===== src/rtl/idli_sqi_resp.sv =====
// rtl/idli_sqi_resp.sv - SQI memory responder with an internal byte array
//
// Purpose : target end of the quad SQI link. Decodes READ (0x03) and
//           WRITE (0x02) nibble by nibble into a 2^ADDR_W byte array and
//           drives read data back on the SIO nibble.
// Ports   : i_clk        clock, one nibble per rising edge
//           i_rst        synchronous active-high reset
//           i_sqi_cs_n   chip select, active low
//           i_sqi_sio    nibble from initiator
//           o_sqi_sio    registered nibble to initiator
//           o_sqi_mode   SQI_MODE_OUT only while o_sqi_sio carries read data
// Option  : IDLI_SQI_RESP_MODE_REG_EN adds the mode register with WRMR (0x01),
//           RDMR (0x05) and byte/page/sequential addressing.

package idli_sqi_pkg;
   typedef enum logic {
      SQI_MODE_IN  = 1'b0,
      SQI_MODE_OUT = 1'b1
   } sqi_mode_t;
endpackage

module idli_sqi_resp
   import idli_sqi_pkg::*;
#(
   parameter int ADDR_W = 8
) (
   input  logic       i_clk,
   input  logic       i_rst,
   input  logic       i_sqi_cs_n,
   input  logic [3:0] i_sqi_sio,
   output logic [3:0] o_sqi_sio,
   output sqi_mode_t  o_sqi_mode
);

   typedef enum logic [3:0] {
      ST_IDLE,
      ST_CMD,
      ST_ADDR,
      ST_DUMMY,
      ST_READ,
      ST_WRITE,
      ST_IGNORE,
      ST_WRMR,
      ST_RDMR
   } state_t;

   logic [7:0] mem [2**ADDR_W];

   state_t            state_q, state_d;
   logic [2:0]        cnt_q, cnt_d;
   logic [3:0]        hi_q, hi_d;       // cmd hi nibble / staged data hi nibble
   logic [ADDR_W-1:0] sh_q, sh_d;       // address shift register
   logic [ADDR_W-1:0] addr_q, addr_d;
   logic              lo_q, lo_d;       // next data nibble is the lo half
   logic              rd_q, rd_d;       // current transaction is a read
   logic [3:0]        sio_q, sio_d;
   sqi_mode_t         mode_q, mode_d;
   logic              mem_we;
   logic [ADDR_W-1:0] addr_inc;

`ifdef IDLI_SQI_RESP_MODE_REG_EN
   localparam logic [ADDR_W-1:0] PAGE_MASK = (ADDR_W >= 5) ? ADDR_W'(31) : '1;
   logic [1:0] mr_q, mr_d;              // mode[7:6]; lower bits are always 0

   always_comb begin
      case (mr_q)
         2'b00:   addr_inc = addr_q;
         2'b10:   addr_inc = (addr_q & ~PAGE_MASK) | ((addr_q + ADDR_W'(1)) & PAGE_MASK);
         default: addr_inc = addr_q + ADDR_W'(1);
      endcase
   end
`else
   assign addr_inc = addr_q + ADDR_W'(1);
`endif

   always_comb begin
      state_d = state_q;
      cnt_d   = cnt_q;
      hi_d    = hi_q;
      sh_d    = sh_q;
      addr_d  = addr_q;
      lo_d    = lo_q;
      rd_d    = rd_q;
      sio_d   = 4'h0;
      mode_d  = SQI_MODE_IN;
      mem_we  = 1'b0;
`ifdef IDLI_SQI_RESP_MODE_REG_EN
      mr_d    = mr_q;
`endif
      if (i_sqi_cs_n) begin
         // Abort at any nibble: a staged hi nibble is simply dropped.
         state_d = ST_IDLE;
      end else begin
         case (state_q)
            ST_IDLE: begin
               hi_d    = i_sqi_sio;
               lo_d    = 1'b0;
               state_d = ST_CMD;
            end
            ST_CMD: begin
               cnt_d = 3'd0;
               case ({hi_q, i_sqi_sio})
                  8'h03: begin
                     rd_d    = 1'b1;
                     state_d = ST_ADDR;
                  end
                  8'h02: begin
                     rd_d    = 1'b0;
                     state_d = ST_ADDR;
                  end
`ifdef IDLI_SQI_RESP_MODE_REG_EN
                  8'h01: state_d = ST_WRMR;
                  8'h05: begin
                     sio_d   = {mr_q, 2'b00};
                     mode_d  = SQI_MODE_OUT;
                     state_d = ST_RDMR;
                  end
`endif
                  default: state_d = ST_IGNORE;
               endcase
            end
            ST_ADDR: begin
               // Only the low ADDR_W address bits survive the shift.
               sh_d  = ADDR_W'({sh_q, i_sqi_sio});
               cnt_d = cnt_q + 3'd1;
               if (cnt_q == 3'd5) begin
                  addr_d  = ADDR_W'({sh_q, i_sqi_sio});
                  cnt_d   = 3'd0;
                  lo_d    = 1'b0;
                  state_d = rd_q ? ST_DUMMY : ST_WRITE;
               end
            end
            ST_DUMMY: begin
               cnt_d = cnt_q + 3'd1;
               if (cnt_q == 3'd1) begin
                  sio_d   = mem[addr_q][7:4];
                  mode_d  = SQI_MODE_OUT;
                  lo_d    = 1'b1;
                  state_d = ST_READ;
               end
            end
            ST_READ: begin
               mode_d = SQI_MODE_OUT;
               if (lo_q) begin
                  sio_d = mem[addr_q][3:0];
                  lo_d  = 1'b0;
               end else begin
                  addr_d = addr_inc;
                  sio_d  = mem[addr_inc][7:4];
                  lo_d   = 1'b1;
               end
            end
            ST_WRITE: begin
               if (!lo_q) begin
                  hi_d = i_sqi_sio;
                  lo_d = 1'b1;
               end else begin
                  mem_we = 1'b1;
                  addr_d = addr_inc;
                  lo_d   = 1'b0;
               end
            end
`ifdef IDLI_SQI_RESP_MODE_REG_EN
            ST_WRMR: begin
               if (!lo_q) begin
                  hi_d = i_sqi_sio;
                  lo_d = 1'b1;
               end else begin
                  mr_d    = hi_q[3:2];
                  state_d = ST_IGNORE;
               end
            end
            ST_RDMR: begin
               // Lo nibble of the mode byte and all trailing nibbles are 0.
               mode_d = SQI_MODE_OUT;
            end
`endif
            ST_IGNORE: state_d = ST_IGNORE;
            default:   state_d = ST_IGNORE;
         endcase
      end
   end

   always_ff @(posedge i_clk) begin
      if (i_rst) begin
         state_q <= ST_IDLE;
         cnt_q   <= 3'd0;
         hi_q    <= 4'h0;
         sh_q    <= '0;
         addr_q  <= '0;
         lo_q    <= 1'b0;
         rd_q    <= 1'b0;
         sio_q   <= 4'h0;
         mode_q  <= SQI_MODE_IN;
`ifdef IDLI_SQI_RESP_MODE_REG_EN
         mr_q    <= 2'b01;
`endif
      end else begin
         state_q <= state_d;
         cnt_q   <= cnt_d;
         hi_q    <= hi_d;
         sh_q    <= sh_d;
         addr_q  <= addr_d;
         lo_q    <= lo_d;
         rd_q    <= rd_d;
         sio_q   <= sio_d;
         mode_q  <= mode_d;
`ifdef IDLI_SQI_RESP_MODE_REG_EN
         mr_q    <= mr_d;
`endif
      end
   end

   // Array is not reset; reset only blocks a commit on the same edge.
   always_ff @(posedge i_clk) begin
      if (mem_we && !i_rst) begin
         mem[addr_q] <= {hi_q, i_sqi_sio};
      end
   end

   assign o_sqi_sio  = sio_q;
   assign o_sqi_mode = mode_q;

endmodule


===== config.mk =====
export PLATFORM = sky130hd
export DESIGN_NAME = idli_sqi_resp
export DESIGN_NICKNAME = d
export VERILOG_FILES = /design/src/rtl/idli_sqi_resp.sv
export SDC_FILE = /design/constraint.sdc
export NUM_CORES = 2
export LEC_CHECK = 0
export BUFFER_PORTS_ARGS = -buffer_cell sky130_fd_sc_hd__buf_4
export CAP_MARGIN = 10
export CORE_MARGIN = 1
export CORE_UTILIZATION = 30
export CTS_BUF_LIST = sky130_fd_sc_hd__clkbuf_4
export DETAILED_ROUTE_END_ITERATION = 10
export GPL_TIMING_DRIVEN = 0
export PLACE_DENSITY = 0.43
export SYNTH_ARGS = -nofsm -noshare
export SYNTH_HDL_FRONTEND = slang
export SYNTH_SLANG_ARGS = --single-unit

===== constraint.sdc =====
create_clock -name i_clk -period 5.1 [get_ports i_clk]
set_clock_uncertainty 0.1 [all_clocks]
set_input_delay 0.51 -clock i_clk [delete_from_list [all_inputs] [get_ports i_clk]]
set_output_delay 0.51 -clock i_clk [all_outputs]
set_load 0.01 [all_outputs]

==> summary.txt <==
Run status
  – Outcome: finished, violations left
  – Violations in the final reports: negative setup slack

Layout
  – Fraction of final layout cells sized beyond drive strength 1: between 30% and 40%
  – FILL cells: 28107
  – Final core occ: 35.6%
  – Area grow syn2layout: 17.8%
  – Top library cells by usage in the layout, fill and taps aside: 2048 x sky130_fd_sc_hd__edfxtp_1, 827 x sky130_fd_sc_hd__clkbuf_4, 760 x sky130_fd_sc_hd__mux4_2
  – Total non-filler cell area in the finished layout: approximately 110000 um^2
  – Final #Nets: roughly 5400
  – Commonest non-fill, non-tap cell in the layout: sky130_fd_sc_hd__edfxtp_1

Clock tree
  – TritonCTS clock tree: built
  – Number of sinks handled by clock tree synthesis: 2085
  – Clock latency on the worst-skew pair: roughly 1.7 ns
  – Cell at the root of the clock tree: sky130_fd_sc_hd__clkbuf_4
  – Number of buffers added by the clock tree synthesis step: 587
  – Maximum root-to-sink buffer count: 4
  – Number of H-tree branching levels: 6
  – Clock slew seen by the registers of the worst setup and hold paths: around 0.07 ns

Synthesis
  – Post-synthesis cell count: ~4600
  – Number of synthesized flops with an enable pin: roughly 2000
  – Combined area of all synthesized cells: approximately 90000 um^2
  – Number of warning messages in the yosys log: 0
  – Yosys reg bits: about 2100
  – Yosys cell types: approximately 80
  – Syn Area/Cell: between 15 and 20 um^2
  – Sequential area share after synthesis: between 60 and 70%
  – Synth area leader: sky130_fd_sc_hd__edfxtp_1
  – FFs w/ async S/R, synth: 0%
  – Most used flip-flop cell after synthesis: sky130_fd_sc_hd__edfxtp_1
  – Top post-synthesis cells by area: sky130_fd_sc_hd__edfxtp_1 68%, sky130_fd_sc_hd__mux4_2 19%, sky130_fd_sc_hd__mux2i_1 2.0%
  – Area share of the leading cell type in the synthesized netlist: between 60% and 70%
  – Mapped Nets: 4644

Setup path
  – Req. time, crit path: 6.38 ns
  – Endpoint arrival time on the critical path: 6.87 ns
  – Worst-case register-to-register setup slack: -0.48 ns
  – Worst R2R Path Depth: 11
  – Highest net fanout along the worst path: 10
  – Reg-to-Reg End: o_sqi_sio[0]
  – Crit path kind: reg2reg
  – Worst setup SP type: flop
  – Critical Path End Type: flop

Floorplan
  – Total die area: 303000 um^2
  – Die Y-Extent: roughly 550 um
  – Number of rows in the core area: 200
  – Starting density of the core: 30.3%
  – Core outline area: a little under 300000 um^2
  – Number of primary I/O pins: 12
  – Die Width: ~550 um

Worst hold path
  – Class of the tightest hold or removal check: in2reg
  – Destination of the worst hold path: mem[142][3]
  – Cells on Worst Hold Path: 4
  – Launch instance of the worst min-delay path: i_sqi_sio[3]

Placed design
  – Placed cell area: just under 100000 um^2
  – Placed wire-length estimate after detailed placement: around 350000 um
  – Post-place setup slack: -4.34 ns
  – Weighted congestion at the end of routability-driven global placement: 1.05
  – Count of buffers from port buffering: 10

Global routing
  – Overall global routing resource usage: 33.8%
  – Global-route wire length before repair: between 600000 and 700000 um
  – Via count of the first global-routing pass: around 57000
  – Pin count of the biggest net entering global routing: 120
  – GRT Residual Overflow: 0
  – Antenna violations before repair: slightly below 90

STA
  – Actual slew at the worst max-slew pin: 1.45 ns
  – Clock period minus worst slack: approximately 5.6 ns
  – Post-route clock period utilization: 109%
  – Worst slew margin relative to its limit: between 3 and 4%
  – Sum of negative setup slack: -7.88 ns
  – Setup slack of the critical path after layout: -0.483 ns
  – Max-slew violation total from the final report: 0
  – Max Fclk: roughly 180 MHz
  – Final setup violating endpoints: 116
  – Number of endpoints with negative hold slack in the final report: 0

Detailed routing
  – Total wirelength of the detailed-routed design: 518000 um
  – Routed wire per std cell: 53.1 um
  – First DRT Iteration DRCs: approximately 11000
  – First drt pass iteration count: 6
  – Average via count per standard cell: 6.35
  – Via total after detailed routing: around 62000
  – Antenna Nets Post-Route: 0
  – DRC: 0

Power
  – Power, Total: ~37 mW
  – VDD IR max: about 0.00021 V
  – Leakage power of the design: 32.4 nW
  – Power density over cell area: ~350 nW/um^2

Job
  – Max-Cap Viols: 0
==> power breakdown <==
group	internal (mW)	switching, mW
Clock	8.18	8.02
Combinational	0.474	1.25
Sequential	18.8	0.0390
Total	27.5	9.32
==> worst max-delay path by stage <==
stage               startpoint           end  slack (ns)  cells after the start
floorplan              hi_q[0]    state_q[2]        0.69                      6
global placement     addr_q[0]  o_sqi_sio[0]       -5.14                     16
detailed placement   addr_q[0]  o_sqi_sio[1]       -4.34                     17
CTS                  addr_q[0]  o_sqi_sio[1]       -0.02                     17
global route              lo_q   mem[162][5]      -0.004                      8
finish                    flop  o_sqi_sio[0]       -0.48                     11
==> layer usage <==
metal | vias up | GRT usage (%) | routed length [um]
met4 | 34 | 22.7 | 39400
met2 | 5754 | 47.9 | 218000
li1 | 21316 | - | -
met5 | - | 0 | 437
met3 | 1359 | 13.0 | 66700
met1 | 33384 | 42.7 | 193000
==> registers in the layout (all words and copies together) (netlist names), named ones only <==
signal and count:
cnt_q 3, sh_q 4, o_sqi_sio 4, addr_q 8
state_q 3, rd_q 1, hi_q 4, o_sqi_mode 1
lo_q 1, mem 2048
==> synthesized netlist by cell type, drive strengths merged (40+ instances only) <==
cell type and instances:
a21oi 61, buf 243, clkbuf 89, edfxtp 2048, mux2i 184, mux4 762, nand2 261, nand3 68
nor2 334, o21ai 40, o221ai 49, o22ai 44
==> area by class of cell <==
type                            count  area (um^2)  area share (%)
Antenna cell                       50          125           0.118
Buffer                            331         3030            2.86
Clock buffer                      824         6190            5.82
Clock inverter                    185         1300            1.22
Inverter                           16         88.8          0.0836
Multi-Input combinational cell   2198        26400            24.8
Sequential cell                  2085        62300            58.6
Tap cell                         3939         4930            4.64
Timing Repair Buffer              118         1910            1.79
==> logic make-up (layout without fill, tap and decap cells) <==
family / after synthesis / count (layout) / share of synthesized area, %
fa+ha+maj: 6 / 6 / 0.0833
simple gates: 838 / 838 / 4.07
buf+inv: 348 / 1474 / 2.34
flops: 2085 / 2085 / 69.0
mux: 967 / 967 / 21.3
other cells: 0 / 50 / 0
xor+xnor: 15 / 15 / 0.196
compound gates: 372 / 372 / 2.93
==> stage by stage <==
step / std cells / hold slack, ns
after floorplan: 4631 / 0.360
after global placement: 8580 / 0.380
after detailed placement: 8651 / 0.386
after CTS: 9687 / 0.106
after global routing: 9703 / 0.218
final: 9746 / 0.283
==> what timing repair did <==
action | CTS | global route
hold buffers | 18 | 0
setup endpoints to repair | 1227 | 136
resized for setup | 336 | 30
endpoints found under the hold margin | 1055 | 0
pin swaps | 9 | 6
setup buffers | 10 | 5
==> worst max-delay path: stages, from the launching register on <==
cell and delay, ns:
sky130_fd_sc_hd__dfxtp_1 0.58, sky130_fd_sc_hd__clkbuf_2 0.83, sky130_fd_sc_hd__clkbuf_2 0.94, sky130_fd_sc_hd__clkbuf_2 0.76
sky130_fd_sc_hd__buf_16 0.26, sky130_fd_sc_hd__o221ai_1 0.19, sky130_fd_sc_hd__nand2_1 0.16, sky130_fd_sc_hd__a21oi_2 0.19
sky130_fd_sc_hd__o2111ai_1 0.47, sky130_fd_sc_hd__nor2_1 0.14, sky130_fd_sc_hd__nor4_4 0.42, sky130_fd_sc_hd__o32ai_4 0.24
Note: power is estimated with default switching activity, not from simulation.
